$ cat config.mk
export PLATFORM = sky130hd
export DESIGN_NAME = nano_mem_responder
export DESIGN_NICKNAME = d
export VERILOG_FILES = /design/src/rtl/nano_mem_pkg.sv /design/src/rtl/nano_out_fifo.sv /design/src/rtl/nano_mem_responder.sv
export SDC_FILE = /design/constraint.sdc
export NUM_CORES = 2
export LEC_CHECK = 0
export BUFFER_PORTS_ARGS = -buffer_cell sky130_fd_sc_hd__clkbuf_2
export CAP_MARGIN = 20
export CORE_MARGIN = 3
export CORE_UTILIZATION = 30
export DETAILED_ROUTE_END_ITERATION = 10
export PLACE_DENSITY = 0.45
export SLEW_MARGIN = 25
export SYNTH_ARGS = -nofsm -noshare
export SYNTH_HDL_FRONTEND = slang
export SYNTH_MEMORY_MAX_BITS = 65536
export SYNTH_SLANG_ARGS = --single-unit
$ cat constraint.sdc
create_clock -name ck -period 6.69 [get_ports ck]
set_clock_uncertainty 0.15 [all_clocks]
set_input_delay 1.6725 -clock ck [delete_from_list [all_inputs] [get_ports ck]]
set_output_delay 1.6725 -clock ck [all_outputs]
set_load 0.005 [all_outputs]
$ cat src/rtl/nano_mem_pkg.sv
// Shared address map, state encoding and bus word types for the NanoCPU memory responder.
package nano_mem_pkg;

    typedef logic [15:0] data_t;
    typedef logic [7:0]  addr_t;

    localparam addr_t RAM_TOP     = 8'hFC;
    localparam addr_t ADDR_STATUS = 8'hFD;
    localparam addr_t ADDR_CYCLE  = 8'hFE;
    localparam addr_t ADDR_OUT    = 8'hFF;

    typedef enum logic {
        LD_IDLE = 1'b0,
        LD_LOAD = 1'b1
    } ld_state_t;

endpackage

$ cat src/rtl/nano_out_fifo.sv
// First-word-fall-through FIFO toward the external consumer; a push into a full FIFO
// is still accepted when a pop frees a slot in the same cycle.
module nano_out_fifo #(
    parameter  int DATA_W = 16,
    parameter  int DEPTH  = 4,
    localparam int PTR_W  = $clog2(DEPTH),
    localparam int CNT_W  = PTR_W + 1
) (
    input  logic              ck,
    input  logic              rst,
    input  logic              push,
    input  logic [DATA_W-1:0] push_data,
    input  logic              pop,
    output logic [DATA_W-1:0] head,
    output logic              empty,
    output logic [CNT_W-1:0]  count,
    output logic              ovf_pulse
);

    logic [DATA_W-1:0] mem [DEPTH];
    logic [PTR_W-1:0]  wr_ptr;
    logic [PTR_W-1:0]  rd_ptr;
    logic              full;
    logic              pop_ok;
    logic              push_ok;

    assign empty     = (count == '0);
    assign full      = (count == CNT_W'(DEPTH));
    assign pop_ok    = pop && !empty;
    assign push_ok   = push && (!full || pop_ok);
    assign ovf_pulse = push && full && !pop_ok;
    assign head      = empty ? '0 : mem[rd_ptr];

    always_ff @(posedge ck or posedge rst) begin
        if (rst) begin
            wr_ptr <= '0;
            rd_ptr <= '0;
            count  <= '0;
        end else begin
            if (push_ok) wr_ptr <= wr_ptr + PTR_W'(1);
            if (pop_ok)  rd_ptr <= rd_ptr + PTR_W'(1);
            count <= count + CNT_W'(push_ok) - CNT_W'(pop_ok);
        end
    end

    // Storage is not reset; head is masked to zero while empty.
    always_ff @(posedge ck) begin
        if (push_ok) mem[wr_ptr] <= push_data;
    end

endmodule

$ cat src/rtl/nano_mem_responder.sv
// NanoCPU memory-side responder: 253-word RAM, streaming preload engine and three
// MMIO words (status, cycle counter, output port feeding a FIFO).
module nano_mem_responder
    import nano_mem_pkg::*;
#(
    parameter int DATA_W    = 16,
    parameter int ADDR_W    = 8,
    parameter int LOAD_LEN  = 253,
    parameter int OUT_DEPTH = 4
) (
    input  logic              ck,
    input  logic              rst,
    input  logic [ADDR_W-1:0] address,
    input  logic              ce,
    input  logic              we,
    input  logic [DATA_W-1:0] dataW,
    output logic [DATA_W-1:0] dataR,
    input  logic              ld_start,
    input  logic              ld_valid,
    input  logic [DATA_W-1:0] ld_data,
    output logic              ld_ready,
    output logic              ld_busy,
    output logic              out_valid,
    output logic [DATA_W-1:0] out_data,
    input  logic              out_ready,
    output logic              out_ovf
);

    localparam int CNT_W     = $clog2(OUT_DEPTH) + 1;
    localparam int RAM_WORDS = int'(RAM_TOP) + 1;

    ld_state_t         state;
    ld_state_t         state_nxt;
    logic [ADDR_W-1:0] ld_ptr;
    logic              ld_accept;
    logic              ld_last;
    logic              cpu_wr;
    logic              fifo_push;
    logic              fifo_empty;
    logic              fifo_ovf;
    logic [CNT_W-1:0]  fifo_count;
    logic [DATA_W-1:0] ram [RAM_WORDS];
    logic [DATA_W-1:0] cycle_cnt;
    logic [DATA_W-1:0] last_out;
    logic              ovf;

    // The CPU is held in reset during preload, so its bus writes are dropped then.
    assign cpu_wr    = ce && we && (state == LD_IDLE);
    assign ld_accept = ld_valid && ld_ready;
    assign ld_last   = (ld_ptr == ADDR_W'(LOAD_LEN - 1));
    assign fifo_push = cpu_wr && (address == ADDR_W'(ADDR_OUT));

    always_ff @(posedge ck or posedge rst) begin
        if (rst) state <= LD_IDLE;
        else     state <= state_nxt;
    end

    always_comb begin
        state_nxt = state;
        case (state)
            LD_IDLE: if (ld_start)             state_nxt = LD_LOAD;
            LD_LOAD: if (ld_accept && ld_last) state_nxt = LD_IDLE;
            default:                           state_nxt = LD_IDLE;
        endcase
    end

    always_comb begin
        ld_busy  = (state == LD_LOAD);
        ld_ready = (state == LD_LOAD);
    end

    always_ff @(posedge ck or posedge rst) begin
        if (rst)                    ld_ptr <= '0;
        else if (state == LD_IDLE)  ld_ptr <= '0;
        else if (ld_accept)         ld_ptr <= ld_ptr + ADDR_W'(1);
    end

    always_ff @(posedge ck) begin
        if (ld_accept)
            ram[ld_ptr] <= ld_data;
        else if (cpu_wr && (address <= ADDR_W'(RAM_TOP)))
            ram[address] <= dataW;
    end

    always_ff @(posedge ck or posedge rst) begin
        if (rst) begin
            cycle_cnt <= '0;
            last_out  <= '0;
            ovf       <= 1'b0;
        end else begin
            if (cpu_wr && (address == ADDR_W'(ADDR_CYCLE))) cycle_cnt <= dataW;
            else                                            cycle_cnt <= cycle_cnt + DATA_W'(1);
            if (fifo_push) last_out <= dataW;
            if (cpu_wr && (address == ADDR_W'(ADDR_STATUS))) ovf <= 1'b0;
            else if (fifo_ovf)                               ovf <= 1'b1;
        end
    end

    // Zero-wait-state read path, blanked while the preload owns the memory.
    always_comb begin
        dataR = '0;
        if (state == LD_IDLE) begin
            if (address == ADDR_W'(ADDR_STATUS)) begin
                dataR[DATA_W-1]  = ovf;
                dataR[CNT_W-1:0] = fifo_count;
            end else if (address == ADDR_W'(ADDR_CYCLE)) begin
                dataR = cycle_cnt;
            end else if (address == ADDR_W'(ADDR_OUT)) begin
                dataR = last_out;
            end else begin
                dataR = ram[address];
            end
        end
    end

    nano_out_fifo #(
        .DATA_W (DATA_W),
        .DEPTH  (OUT_DEPTH)
    ) u_out_fifo (
        .ck        (ck),
        .rst       (rst),
        .push      (fifo_push),
        .push_data (dataW),
        .pop       (out_ready),
        .head      (out_data),
        .empty     (fifo_empty),
        .count     (fifo_count),
        .ovf_pulse (fifo_ovf)
    );

    assign out_valid = !fifo_empty;
    assign out_ovf   = ovf;

endmodule

# Yosys cells after proc, flatten, opt, wreduce, memory -nomap -nowiden
# Memories as Yosys holds them, arrays and structs flattened.
# Cells that the tools add are included.
# W data, S select, Z words.
totals:
  reg_bits: 49
  ramBits: 4112
  out_inout_bits: 36
  n_memories: 2
op_classes:
  addsub: 6
  magnitude_cmp: 1
  n_eq_ne: 6
  muxes: 25
  bitwise: 1
  n_reduce_logical: 19
mem_list:
  columns: ["name", "words", "word_bits", "rd", "rd_clocked_by_memory_dff", "write_ports", "line", "rtl"]
  rows:
  - ["ram", 253, 16, 1, 0, 1, "nano_mem_responder.sv:42", "logic [DATA_W-1:0] ram [RAM_WORDS];"]
  - ["u_out_fifo.mem", 4, 16, 1, 0, 1, "nano_out_fifo.sv:20", "logic [DATA_W-1:0] mem [DEPTH];"]
ops:
  columns: ["operator", "count"]
  rows:
  - ["$mux W16", 6]
  - ["$eq A8 B8 Y1 const B", 4]
  - ["$mux W8", 3]
  - ["$add A16 B1 Y16 const B", 1]
  - ["$reduce_or A16 Y1", 1]
  - ["$mux W1", 13]
  - ["$logic_and A1 B1 Y1", 12]
  - ["$mux W12", 1]
  - ["$add A8 B1 Y8 const B", 1]
  - ["$le A8 B8 Y1 const B", 1]
  - ["$add A2 B1 Y2 const B", 2]
  - ["$add A3 B1 Y3", 1]
  - ["$eq A3 B3 Y1 const B", 1]
  - ["$logic_not A1 Y1", 3]
  - ["$logic_not A3 Y1", 1]
  - ["$mux W3", 1]
  - ["$sub A3 B1 Y3", 1]
  - ["$ne A2 B1 Y1 const B", 1]
  - ["$pmux W1 S2", 1]
  - ["$reduce_bool A2 Y1", 1]
  - ["$logic_or A1 B1 Y1", 1]
  - ["$not A1 Y1", 1]

# Longest topological paths before layout
depth:
  word_depth: 8
  ltp_mapped: 14
  ltp_nobuf: 9

# Modules after synthesis
# Synthesis repeated with hierarchy kept, for this count alone.
unflattened:
  hier_cells: 7481
  hier_area_um2: 161359.8
modules_own_cells:
  columns: ["module", "instances", "cells_per_inst", "area_each_um2"]
  rows:
  - ["nano_mem_responder", 1, 7342, 158401.9]
  - ["nano_out_fifo", 1, 139, 2957.8]

# Least setup slack after synthesis
# Ideal clock, no wire load.
synth_path:
  kind: "input to register"
  from: "input port address[1]"
  to: "memory ram[0][10] (data pin)"
  arrival_ns: 6.297
  required_time_ns: 5.725
  setup_slack_ns: -0.572
  stages: 8
  n_path_buf: 4
  path_cell_list: "buf_4 or2_2 clkbuf_1 a21oi_1 buf_2 buf_1 nand2_1 nand2_1"
synth_via:
  elab_chain_len: 7
synth_rtl:
  columns: ["item", "line", "rtl"]
  rows:
  - ["start, declared", "nano_mem_responder.sv:13", "input logic [ADDR_W-1:0] address,"]
  - ["$le A8 B8 Y1", "nano_mem_responder.sv:81", "else if (cpu_wr && (address <= ADDR_W'(RAM_TOP)))"]
  - ["$logic_and A1 B1 Y1", "nano_mem_responder.sv:81", null]
  - ["$mux W1", "nano_mem_responder.sv:81", null]
  - ["$mux W1", "nano_mem_responder.sv:79", "if (ld_accept)"]
  - ["$mux W1 (implied by the code)", "nano_mem_responder.sv:82", "ram[address] <= dataW;"]
  - ["$reduce_or A16 Y1 (no line)", null, null]
  - ["$mux W16 (no line)", null, null]
  - ["end, declared", "nano_mem_responder.sv:42", null]
# Every way passes these cells.

# Worst setup path in the final report
layout_path:
  from: "input port address[1]"
  to: "output port dataR[10]"
layout_via:
  elab_chain_len: 5
layout_rtl:
  columns: ["item", "line", "rtl"]
  rows:
  - ["$mem_v2 Z253 W16 or $eq A8 B8 Y1 (tied branches)", null, null]
  - ["$mux W16", "nano_mem_responder.sv:108", "end else if (address == ADDR_W'(ADDR_OUT)) begin"]
  - ["$mux W16", "nano_mem_responder.sv:106", "end else if (address == ADDR_W'(ADDR_CYCLE)) begin"]
  - ["$mux W12 (*)", "nano_mem_responder.sv:103", "if (address == ADDR_W'(ADDR_STATUS)) begin"]
  - ["$mux W16 (*)", "nano_mem_responder.sv:102", "if (state == LD_IDLE) begin"]
  - ["end, declared", "nano_mem_responder.sv:17", "output logic [DATA_W-1:0] dataR,"]
# Mark *: on every way between the ends. The rest lies on a longest branch, timed or not.

==> impl_metrics.json <==
{
  "status": "finished, violations left",
  "violations": "negative setup slack",
  "place_hpwl_mm": 387,
  "reg2reg_to": "ram[89][2]",
  "finalPower_mw": 59.1,
  "max-vdd-ir-drop_mv": 0.248,
  "p_sw_mw": 14.0,
  "syn_nets": 7644,
  "synth-seq-cells": 4161,
  "cts_tree": "built",
  "grt_max_degree": 135,
  "fp.coreArea_um2": 537000,
  "netlist_instances": 7587,
  "area_delta_synth_final_pct": 22.1,
  "intPower_mw": 45.1,
  "grt_pass1_vias": 87567,
  "relSlewSlack_pct": 24.8,
  "fill_cells": 49525,
  "p_seq_share_pct": 49.3,
  "yosys_warnings": 0,
  "wl_mm": 592,
  "drive_gt1_share_pct": 36.3,
  "pwr_density_cell_nw_per_um2": 299,
  "overflow": 0,
  "fin_nets": 9063,
  "cts_hold_buf": 0,
  "ant_nets": 0,
  "cts_made_buffers": 444,
  "setup_viol": 6,
  "timing.final.ws_setup_ps": -57.2,
  "clock_sinks": 4161,
  "vias": 88308,
  "boundaryPins": 83,
  "synthArstFlopShare_pct": 1.18,
  "dp_cells": 15656,
  "cp-end-kind": "output pin",
  "drtPass1Iterations": 5,
  "fin_crit_ps": 6750,
  "avgRoutedWirePerCell_um": 35.7,
  "clock_path_buffers": 4,
  "worstSkewPairLatency_ps": 1030,
  "max_cap_viol_count": 0,
  "rsz0062_at_grt": "true",
  "track_usage_pct": 20.9,
  "route.detailed.drc": 0,
  "htreeDepth": 5,
  "fin_crit_sh_pct": 101,
  "cp_max_fo": 13,
  "synth_ff_type": "edfxtp_1",
  "p_clk_share_pct": 42.1,
  "hold_violations": 0,
  "crit_type": "in -> out",
  "pre_cts_ws_ps": -1330,
  "finalNonFillerCells": 16579,
  "post_drt_via_cell_ratio": 5.33,
  "first_iter_violations": 11572,
  "drv_slew": 0,
  "synth-edff-count": 4112,
  "p_leak_nw": 63.6,
  "clkSlewWorstSetupHoldPaths_ps": 60,
  "die_x_um": 741,
  "core.rowCount": 269,
  "initial_utilization_pct": 30.1,
  "max_clock_freq_ghz": 0.148,
  "pwr-share-comb_pct": 8.7,
  "hold_end": "last_out[15]",
  "synth_cell_types": 95,
  "critical_path_arrival_ps": 4920,
  "tightestPinTransition_ps": 1130,
  "worstPathRequired_ps": 4870,
  "reg2reg_from": "ld_busy",
  "routabilityCongestion": 0.892,
  "min_path_cells": 1,
  "ys_seq_area_share_pct": 77.0,
  "swShare_pct": 23.7,
  "r2r_cells": 6,
  "r2r_slack_ps": 2130,
  "min_from": "last_out[15]",
  "syn-cell-area_um2": 162000,
  "layout_common_cells": "edfxtp_1, buf_4, mux4_2, clkbuf_16, nand2_1",
  "cts-root-buf": "clkbuf_16",
  "port-buffer-count": 82,
  "die-area_um2": 549000,
  "mostFrequentLayoutCell": "edfxtp_1",
  "post_synth.cell_area_avg_um2": 21.3,
  "die_h_um": 741,
  "grt_pass1_wl_mm": 791,
  "fin_tns_setup_ps": -210,
  "hold_path.class": "reg -> reg",
  "critPathLaunchType": "primary input",
  "antenna_found_initial": 54
}
power groups by stage:
stage          logic [mW]  clock network, mW  registers, mW
6_report             5.12               24.9           29.1
5_1_grt              5.25               26.3           29.1
4_1_cts              5.04               25.3           29.1
3_5_place_dp         4.92                  0           29.7
3_3_place_gp         4.87                  0           29.7
2_1_floorplan        2.17                  0           29.7
timing repair:
action                     CTS  global route
hold endpoints to repair     0             0
resized for setup          172            77
pin swaps                   29            29
gates cloned                 9             4
setup endpoints to repair   16            15
setup buffers               29            45
stage by stage:
stage          hold slack, ps  area (um^2)  utilization, %
3_5_place_dp              347       181000            33.7
2_1_floorplan             321       162000               -
4_1_cts                   366       197000            36.6
3_3_place_gp              353       181000            33.7
6_report                  365       198000            36.8
5_1_grt                   378       198000            36.8
synthesized netlist by cell type, drive strengths merged (27+ instances only):
library cell | count | area, um^2
o221ai | 29 | 254
mux4 | 940 | 21400
nor2 | 395 | 1480
a31oi | 36 | 225
mux2i | 211 | 2110
clkbuf | 156 | 652
buf | 283 | 2400
dfrtp | 49 | 1230
nand2 | 302 | 1130
a22oi | 97 | 728
a211oi | 28 | 210
a2111oi | 36 | 334
o22ai | 142 | 888
a221oi | 34 | 317
nor2b | 27 | 169
mux2 | 60 | 676
a21oi | 74 | 370
nand3 | 78 | 390
nor3 | 44 | 225
o21ai | 104 | 521
and2 | 41 | 258
edfxtp | 4112 | 123000
state kept, by name (all words and copies together), names as in the netlist:
name and count:
ram 4048, u_out_fifo.mem 64, cycle_cnt 16, ld_busy 1, u_out_fifo.wr_ptr 2, out_ovf 1
ld_ptr 8, u_out_fifo.count 3, last_out 16, u_out_fifo.rd_ptr 2
cell type report:
type | instances | area, um^2 | share of cell area, %
Sequential cell | 4161 | 125000 | 63.1
Inverter | 16 | 67.6 | 0.0342
Timing Repair Buffer | 1415 | 13500 | 6.83
Clock inverter | 278 | 2870 | 1.45
Multi-Input combinational cell | 2968 | 35800 | 18.1
Clock buffer | 545 | 11700 | 5.91
Tap cell | 7181 | 8980 | 4.55
Antenna cell | 15 | 37.5 | 0.0190
per-layer routing:
layer / global-route usage, % / share of wire [%] / vias to the layer above
met5: 0 / 0.0066 / -
met4: 6.22 / 3.4 / 8
met3: 3.39 / 7.7 / 767
met2: 33.6 / 47 / 4049
met1: 29.4 / 42 / 48691
li1: - / - / 34793
critical path, cell delays in order:
cell,delay (ps)
buf_16,150
buf_6,180
buf_12,160
nor2b_1,650
buf_4,370
a221oi_1,120
o21ai_0,250
buf_4,200
a31oi_1,100
nor3_2,350
o31a_1,230
o41ai_4,120
buf_4,190
clkbuf_2,110
logic make-up after synthesis:
logic type / share of synthesized area [%]
DFF: 77.0
muxes: 14.9
and+or+nand+nor: 2.79
AOI/OAI and AO/OA: 3.10
buffers and inverters: 1.94
xor gates and xnor gates: 0.130
adders and majority gates: 0.0819
worst max-delay path by stage:
stage / start / endpoint / slack [ps]
global placement: address[0] / dataR[10] / -2270
global route: address[0] / dataR[8] / -60
detailed placement: address[0] / dataR[14] / -1330
finish: address[1] / dataR[10] / -60
CTS: address[0] / dataR[1] / -40
floorplan: address[1] / ram[0][0] / -250
Note: power is estimated with default switching activity, not from simulation.
